File: config.mk
export PLATFORM = sky130hd
export DESIGN_NAME = control_unit
export DESIGN_NICKNAME = d
export VERILOG_FILES = /design/src/rtl/control_unit.sv
export SDC_FILE = /design/constraint.sdc
export NUM_CORES = 1
export LEC_CHECK = 0
export ABC_AREA = 1
export CAP_MARGIN = 10
export CORE_ASPECT_RATIO = 0.9
export CORE_MARGIN = 1
export CORE_UTILIZATION = 37
export DETAILED_ROUTE_END_ITERATION = 10
export PLACE_DENSITY = 0.72
export SETUP_SLACK_MARGIN = 0.5
export SLEW_MARGIN = 25
export SYNTH_ARGS = -nofsm -noshare
export SYNTH_HDL_FRONTEND = slang
export SYNTH_SLANG_ARGS = --single-unit
export TNS_END_PERCENT = 100
File: constraint.sdc
create_clock -name clk -period 1.07 [get_ports clk]
set_input_delay 0.1605 -clock clk [delete_from_list [all_inputs] [get_ports clk]]
set_output_delay 0.1605 -clock clk [all_outputs]
set_load 0.02 [all_outputs]
File: src/rtl/control_unit.sv
// Multi-cycle fetch/decode/execute sequencer for the K&S processor.
// It drives every datapath strobe and select from a registered state and paces RAM accesses.
package k_and_s_pkg;

  typedef enum logic [3:0] {
    I_NOP,
    I_LOAD,
    I_STORE,
    I_MOVE,
    I_ADD,
    I_SUB,
    I_AND,
    I_OR,
    I_BRANCH,
    I_BZERO,
    I_BNZERO,
    I_BNEG,
    I_BNNEG,
    I_BOV,
    I_BNOV,
    I_HALT
  } decoded_instruction_type;

endpackage

module control_unit
  import k_and_s_pkg::*;
#(
  parameter int unsigned MEM_LATENCY = 1
) (
  input  logic                    clk,
  input  logic                    rst_n,
  input  decoded_instruction_type decoded_instruction,
  input  logic                    zero_op,
  input  logic                    neg_op,
  input  logic                    unsigned_overflow,
  input  logic                    signed_overflow,
  output logic                    branch,
  output logic                    pc_enable,
  output logic                    ir_enable,
  output logic                    addr_sel,
  output logic                    c_sel,
  output logic [1:0]              operation,
  output logic                    write_reg_enable,
  output logic                    flags_reg_enable,
  output logic                    ram_write_enable,
  output logic                    halt
);

  localparam int unsigned CntW = $clog2(MEM_LATENCY + 1);
  localparam logic [CntW-1:0] LastCnt = CntW'(MEM_LATENCY - 1);

  typedef enum logic [2:0] {
    StRst,
    StFetch,
    StDecode,
    StMemRd,
    StMemWr,
    StAlu,
    StBr,
    StHalted
  } state_e;

  state_e          state_q, state_d;
  logic [CntW-1:0] wait_cnt_q, wait_cnt_d;
  logic [1:0]      alu_op_q, alu_op_d;
  logic            alu_flags_q, alu_flags_d;
  logic            last_cnt;
  logic            overflow;
  logic            taken;

  assign last_cnt = (wait_cnt_q == LastCnt);
  assign overflow = unsigned_overflow | signed_overflow;

  // ALU controls are captured leaving DECODE so ALU-cycle outputs depend only on registers.
  always_comb begin
    alu_op_d    = 2'b00;
    alu_flags_d = 1'b1;
    case (decoded_instruction)
      I_ADD:   alu_op_d = 2'b00;
      I_SUB:   alu_op_d = 2'b01;
      I_AND:   alu_op_d = 2'b10;
      I_OR:    alu_op_d = 2'b11;
      I_MOVE: begin
        alu_op_d    = 2'b11;
        alu_flags_d = 1'b0;
      end
      default: alu_op_d = 2'b00;
    endcase
  end

  always_ff @(posedge clk) begin
    if (!rst_n) begin
      state_q     <= StRst;
      wait_cnt_q  <= '0;
      alu_op_q    <= 2'b00;
      alu_flags_q <= 1'b0;
    end else begin
      state_q    <= state_d;
      wait_cnt_q <= wait_cnt_d;
      if (state_q == StDecode) begin
        alu_op_q    <= alu_op_d;
        alu_flags_q <= alu_flags_d;
      end
    end
  end

  always_comb begin
    state_d    = state_q;
    wait_cnt_d = '0;
    case (state_q)
      StRst:    state_d = StFetch;
      StFetch: begin
        if (last_cnt) state_d = StDecode;
        else          wait_cnt_d = wait_cnt_q + CntW'(1);
      end
      StDecode: begin
        case (decoded_instruction)
          I_LOAD:                                 state_d = StMemRd;
          I_STORE:                                state_d = StMemWr;
          I_MOVE, I_ADD, I_SUB, I_AND, I_OR:      state_d = StAlu;
          I_BRANCH, I_BZERO, I_BNZERO, I_BNEG,
          I_BNNEG, I_BOV, I_BNOV:                 state_d = StBr;
          I_HALT:                                 state_d = StHalted;
          default:                                state_d = StFetch;
        endcase
      end
      StMemRd, StMemWr: begin
        if (last_cnt) state_d = StFetch;
        else          wait_cnt_d = wait_cnt_q + CntW'(1);
      end
      StAlu, StBr: state_d = StFetch;
      StHalted:    state_d = StHalted;
      default:     state_d = StRst;
    endcase
  end

  always_comb begin
    taken = 1'b0;
    case (decoded_instruction)
      I_BRANCH: taken = 1'b1;
      I_BZERO:  taken = zero_op;
      I_BNZERO: taken = ~zero_op;
      I_BNEG:   taken = neg_op;
      I_BNNEG:  taken = ~neg_op;
      I_BOV:    taken = overflow;
      I_BNOV:   taken = ~overflow;
      default:  taken = 1'b0;
    endcase
  end

  always_comb begin
    branch           = 1'b0;
    pc_enable        = 1'b0;
    ir_enable        = 1'b0;
    addr_sel         = 1'b0;
    c_sel            = 1'b0;
    operation        = 2'b00;
    write_reg_enable = 1'b0;
    flags_reg_enable = 1'b0;
    ram_write_enable = 1'b0;
    halt             = 1'b0;
    case (state_q)
      StFetch:  ir_enable = last_cnt;
      StDecode: pc_enable = 1'b1;
      StMemRd: begin
        addr_sel         = 1'b1;
        c_sel            = 1'b1;
        write_reg_enable = last_cnt;
      end
      StMemWr: begin
        addr_sel         = 1'b1;
        ram_write_enable = (wait_cnt_q == '0);
      end
      StAlu: begin
        operation        = alu_op_q;
        write_reg_enable = 1'b1;
        flags_reg_enable = alu_flags_q;
      end
      StBr: begin
        pc_enable = taken;
        branch    = taken;
      end
      StHalted: halt = 1'b1;
      default: ;
    endcase
  end

endmodule
==> key figures <==
Drt
  • Post-route DRC: 0
  • Via density: 5.007
  • Drt first pass iters: 6
  • Total wire length: 1873 um
  • DRT iter0 DRCs: 21
  • Routed Antenna Nets: 0
  • WL/cell: 12.83 um
  • Via count: 731

Clock tree
  • Clock buffer depth: 2
  • Root Driver: clkbuf_4
  • Worst-path clk slew: 0.06 ns
  • CTS H-tree depth: 1
  • CTS Buf Count: 3
  • CTS tree: built
  • # clock sinks: 7
  • Clock latency on the worst-skew pair: 0.25 ns

Place
  • Gp weighted congestion: 0.7850
  • Setup WS pre-CTS: -0.9770 ns
  • DP Area: 875.8 um^2
  • Port bufs: 20
  • DP HPWL: approximately 1200 um

STA
  • Fin. max-slew vios: 0
  • Fin crit share: 1.294
  • Max Clk Rate: 722.0 MHz
  • RSZ-0062 raised after global routing: yes
  • Post-layout min period: 1.385 ns
  • Final Setup Violations: 17
  • Hold Fails Final Rpt: 0
  • Clk_skew: 0.003899 ns
  • Fin worst setup slack: -0.3151 ns

Floorplan
  • Initial Util: 0.4167
  • Total die area: between 1500 and 2000 um^2
  • # IOs: 21
  • Row cnt: 12
  • Die height: about 38 um
  • Core area: 1306 um^2
  • Die width: 42.43 um

Finish
  • Nets@finish: 143
  • Sequential cell area: ~150 um^2
  • Multi-input gate area: 419.2 um^2
  • Design area: 1087 um^2
  • Fill count: 81
  • Layout area overhead: 99.77%
  • Fraction of layout cells with a size suffix above 1: 0.5076
  • # diodes: 0
  • Finished Core Util: 0.8324

Worst setup path
  • CP endpoint kind: output pin
  • R2r startpoint: state_q[1]$_SDFFE_PN0P_
  • WP buf/inv: 2
  • Worst EP required: 0.91 ns
  • CP Cell Sequence: inv_2 > nor2_1 > nand3_1 > a31oi_1 > nand2_1 > nand2_2 > buf_6
  • CP max stage delay: 0.35 ns
  • Crit path launch type: flop
  • Crit-path slowest cell: dfxtp_2
  • Critical path origin: state_q[1]$_SDFFE_PN0P_
  • Crit path DAT: 1.22 ns
  • WS Path Type: reg -> out
  • Crit path max-delay family: flip-flops
  • Crit path max fanout: 3

Synthesis
  • Synth Area per Inst: 5.981 um^2
  • Most frequent cell after synthesis: nand2_1
  • Synth area leader: dfxtp_1
  • Ys flop type: dfxtp_1
  • Net count after synthesis: 101
  • Area contributors post-synth: dfxtp_1 26%, nand2_1 13%, inv_1 12%, nand3_1 12%, o21ai_0 6.4%
  • Ys async rst share: 0
  • Seq/Total Area, Yosys: 0.2575
  • Distinct cells, synth: 18
  • Cell count after synthesis: 91
  • Commonest cells in the netlist: 19 x nand2_1, 18 x inv_1, 13 x nand3_1
  • Post-synth EDFFs: 0
  • Ys Warns: 0
  • Flops & latches, synth: 7
  • Post-synth top area share: 0.2575
  • Mapped Area: 544.3 um^2

Run status
  • Violated checks: negative setup slack
  • Status: finished with violations

Power
  • Tot Pwr: 0.001438 W
  • VDD IR-drop max: 878.7 uV
  • Power density over the cells: 1323 nW/um^2
  • Pleak: 0.5099 nW

Global routing
  • All-layer global routing usage: 0.2002
  • Initial antenna violation count: 0
  • Global route overflow: 0
  • Vias in the first global route: 595
  • Largest net degree at the start of global routing: 9
  • First-pass GRT wire length: 2442 um

Worst hold path
  • Worst Hold Class: in -> reg
  • Hold Path Origin: decoded_instruction[0]

Flow run
  • Number of max-cap violations: 0
worst min-delay path, cell delays in order:
cell	delay (ns)
dlygate4sd2_1	0.28
o211ai_1	0.13
a21oi_2	0.06
final timing paths:
check | endpoint | cells past startpoint | slack (ns)
max | pc_enable | 7 | -0.32
min | alu_op_q[0]$_SDFFE_PN0P_ | 3 | 0.43
max reg2reg | state_q[0]$_SDFFE_PN0P_ | 8 | -0.18
min reg2reg | alu_flags_q$_SDFFE_PN0P_ | 2 | 0.53
final cells by class:
type | count | share of cell area
clock buffer | 4 | 0.02417
multi-input combinational | 61 | 0.3855
inverter | 18 | 0.06214
tap | 14 | 0.01611
sequential | 7 | 0.1369
timing repair buffer | 42 | 0.3751
layout by cell type, fill, tap and decap left out, types with 2 or more instances in the layout:
| cell | count |
|---|---|
| buf_4 | 16 |
| o21ai_1 | 2 |
| nand3_1 | 8 |
| dfxtp_1 | 4 |
| nand3_4 | 3 |
| nand2_1 | 16 |
| o211ai_1 | 2 |
| inv_1 | 13 |
| nor2_1 | 2 |
| clkbuf_4 | 3 |
| o21ai_0 | 2 |
| dlygate4sd2_1 | 2 |
| clkdlybuf4s50_1 | 7 |
| nand3_2 | 3 |
| nand2_2 | 3 |
| inv_2 | 5 |
| buf_6 | 16 |
| nor2_2 | 2 |
| a21oi_1 | 2 |
| nor2_4 | 3 |
| nor3_1 | 2 |
| o21ai_2 | 3 |
| a21oi_2 | 4 |
| dfxtp_4 | 2 |
timing repair:
action / 4_1_cts / 5_1_grt
setup buffers: 1 / 5
gates resized for setup: 64 / 36
setup endpoints to repair: 17 / 17
pin swaps: 3 / 5
hold buffers: 0 / 0
power by group:
part	switching, W	leakage, nW	internal, W
logic	0.000409	0.436	0.000419
clock network	0.000104	0.0150	0.000143
registers	0.0000511	0.0593	0.000312
total	0.000564	0.510	0.000874
registers in the layout, summed over array words and instances, names as in the netlist:
register / cells
alu_flags_q: 1
alu_op_q: 2
state_q: 3
wait_cnt_q: 1
kinds of logic after synthesis:
| logic type | count (synthesis) | synth area share |
|---|---|---|
| other cells | 1 | 0.006890 |
| simple gates | 43 | 0.3655 |
| buf+inv | 23 | 0.1908 |
| flops | 7 | 0.2575 |
| compound gates | 17 | 0.1793 |
through the flow:
step | TNS (ns) | hold slack, ns | std cells
after floorplan | -0.004900 | 0.2581 | 91
after global placement | -7.310 | 0.5326 | 136
after detailed placement | -7.610 | 0.5303 | 136
after CTS | -3.249 | 0.4152 | 141
after global routing | -4.094 | 0.4406 | 146
final | -3.182 | 0.4264 | 146
metal layers:
layer / vias up / wire length (um) / track usage / part of all wire
li1: 375 / - / - / -
met1: 327 / 821 / 0.2655 / 0.44
met2: 23 / 931 / 0.3346 / 0.50
met3: 6 / 69 / 0.02830 / 0.037
met4: 0 / 51 / 0.07031 / 0.027
met5: - / 0 / 0 / 0
(Power assumes the default switching activity.)
==> variant (same settings) <==
Encoding of `state_e`: now one-hot (8 bits for 8 states).
--- a/src/rtl/control_unit.sv
+++ b/src/rtl/control_unit.sv
@@ -51,13 +51,13 @@
   localparam logic [CntW-1:0] LastCnt = CntW'(MEM_LATENCY - 1);
 
-  typedef enum logic [2:0] {
-    StRst,
-    StFetch,
-    StDecode,
-    StMemRd,
-    StMemWr,
-    StAlu,
-    StBr,
-    StHalted
+  typedef enum logic [7:0] {
+    StRst    = 8'b00000001,
+    StFetch  = 8'b00000010,
+    StDecode = 8'b00000100,
+    StMemRd  = 8'b00001000,
+    StMemWr  = 8'b00010000,
+    StAlu    = 8'b00100000,
+    StBr     = 8'b01000000,
+    StHalted = 8'b10000000
   } state_e;
 
Formal check against the unedited RTL: no difference found for any inputs over 10 cycles, from zero or initial values and one cycle with rst_n low; not proved beyond that.
==> variant against the unedited design <==
The flow still finishes with violations (negative setup slack); non-clock buffer count up 34; synthesized area increased by 63%; sequential share of layout area decreased by 0.35 points; count of clock-buffer cells in the layout is the same; clock skew rose by 9.6 ps; clock power grew 57%; design area up 81%; power rose by 36%; setup slack got worse by 260 ps; via count increased by 71%; wire length increased by 140%; sequential cell count grew 5.
==> variant: results (changes against the unedited design) <==
outcome:
  status: "finished with violations"
  violations: "negative setup slack"
sta:
  worst_hold_slack_ps: 500  # +73.8 ps
  setup_tns_ps: -9860  # -6680 ps
  setup_slack_ps: -570  # -255 ps
  setup_viol: 22  # +5
  period_share_pct: 153  # +24 points
  worst_clock_skew_ps: 13.5  # +9.59 ps
cells_and_area:
  drive_gt1_share_pct: 71.9  # +21 points
  fin_cells: 230  # +58%
  nNetsFinal: 214  # +50%
  top_regs: "state_q x8, alu_op_q x2"
  n_fill_cell: 77  # -4.9%
route:
  wl_per_cell_um: 19.5  # +52%
  avgViaCountPerCell: 5.43  # +8.5%
  wl_met2_um: 2340  # +150%
  met1_length_um: 1530  # +86%
  dr.first_iter.drc_count: 37  # +76%
  first_pass_iters: 4  # -2
  met3_length_um: 351  # +410%
cts:
  clk_latency_ps: 290  # +40 ps
  post_cts_buffers: 11  # +10
  numCtsBuffers: 3  # unchanged
  postCtsResizedCells: 109  # +70%
place:
  gp_congestion: 0.817  # +4.0%
  placed_cell_area_sq_um: 1500  # +71%
  post-place-ws_ps: -1030  # -55.2 ps
yosys:
  yosys-top-cells-area: "dfxtp_1, inv_1, nor2_1, nor2_4, nand2_1"
  synth_cells: 124  # +36%
  synth_nets: 134  # +33%
  synth_common_cells: "inv_1, nor2_1, nand2_1"
global_routing:
  grt_first_pass_wirelength_um: 5660  # +130%
  first_global_vias: 1247  # +110%
  grt_usage_pct: 30.7  # +11 points
worst_hold_path:
  hold_path_end: "alu_op_q[1]"
  min_path_cells: 2  # -1
  hold_path.class: "flop to flop"
pwr:
  p_comb_mw: 1.02  # +23%
  power.internal_mw: 1.16  # +33%
  total_power_mw: 1.96  # +36%
  power_leakage_nw: 0.874  # +71%
  irDropWorstVdd_mv: 0.954  # +8.6%
  pg_seq_mw: 0.551  # +52%
worst_setup_path:
  worstSetupEndpoint: "write_reg_enable"
  critPathSlowestCell: "dfxtp_4"
  reg2reg_to: "state_q[3]"
  r2r_setup_slack_ps: -520  # -340 ps
  ff2ff_path_depth: 11  # +3
  cp_max_fo: 4  # +1
  cpPeakStageDelay_ps: 370  # +20 ps
==> variant: cell types whose count changed in the layout (fill, tap and decap cells not counted), moves of 6 or more <==
cell	before	now
nor2_1	2	8
nand3_1	8	1
nand2_4	0	6
nor2_4	3	17
buf_4	16	40
buf_6	16	25
nand2_1	16	9
==> variant: layer usage <==
layer  vias to the layer above  global-route usage (%)
met5                         -                       0
met4                         0                    16.7
met3                        29                    11.0
met2                        77                    52.5
met1                       589                    31.1
li1                        555                       -
==> variant: layout make-up <==
cell class	count	area, sq um	share of cell area [%]
repair buffers	76	703	35.7
well taps	27	33.8	1.72
inverters	26	120	6.10
clock buffers	4	36.3	1.84
flip-flops and latches	12	263	13.3
multi-input cells	85	813	41.3
==> variant: logic make-up (layout without fill, tap and decap cells) <==
kind of cell,count (synthesis),count (layout),share of synthesized area [%]
and+or+nand+nor,65,65,45.6
buffers and inverters,27,106,12.0
AOI/OAI and AO/OA,19,19,15.1
DFF,12,12,27.0
other,1,1,0.422
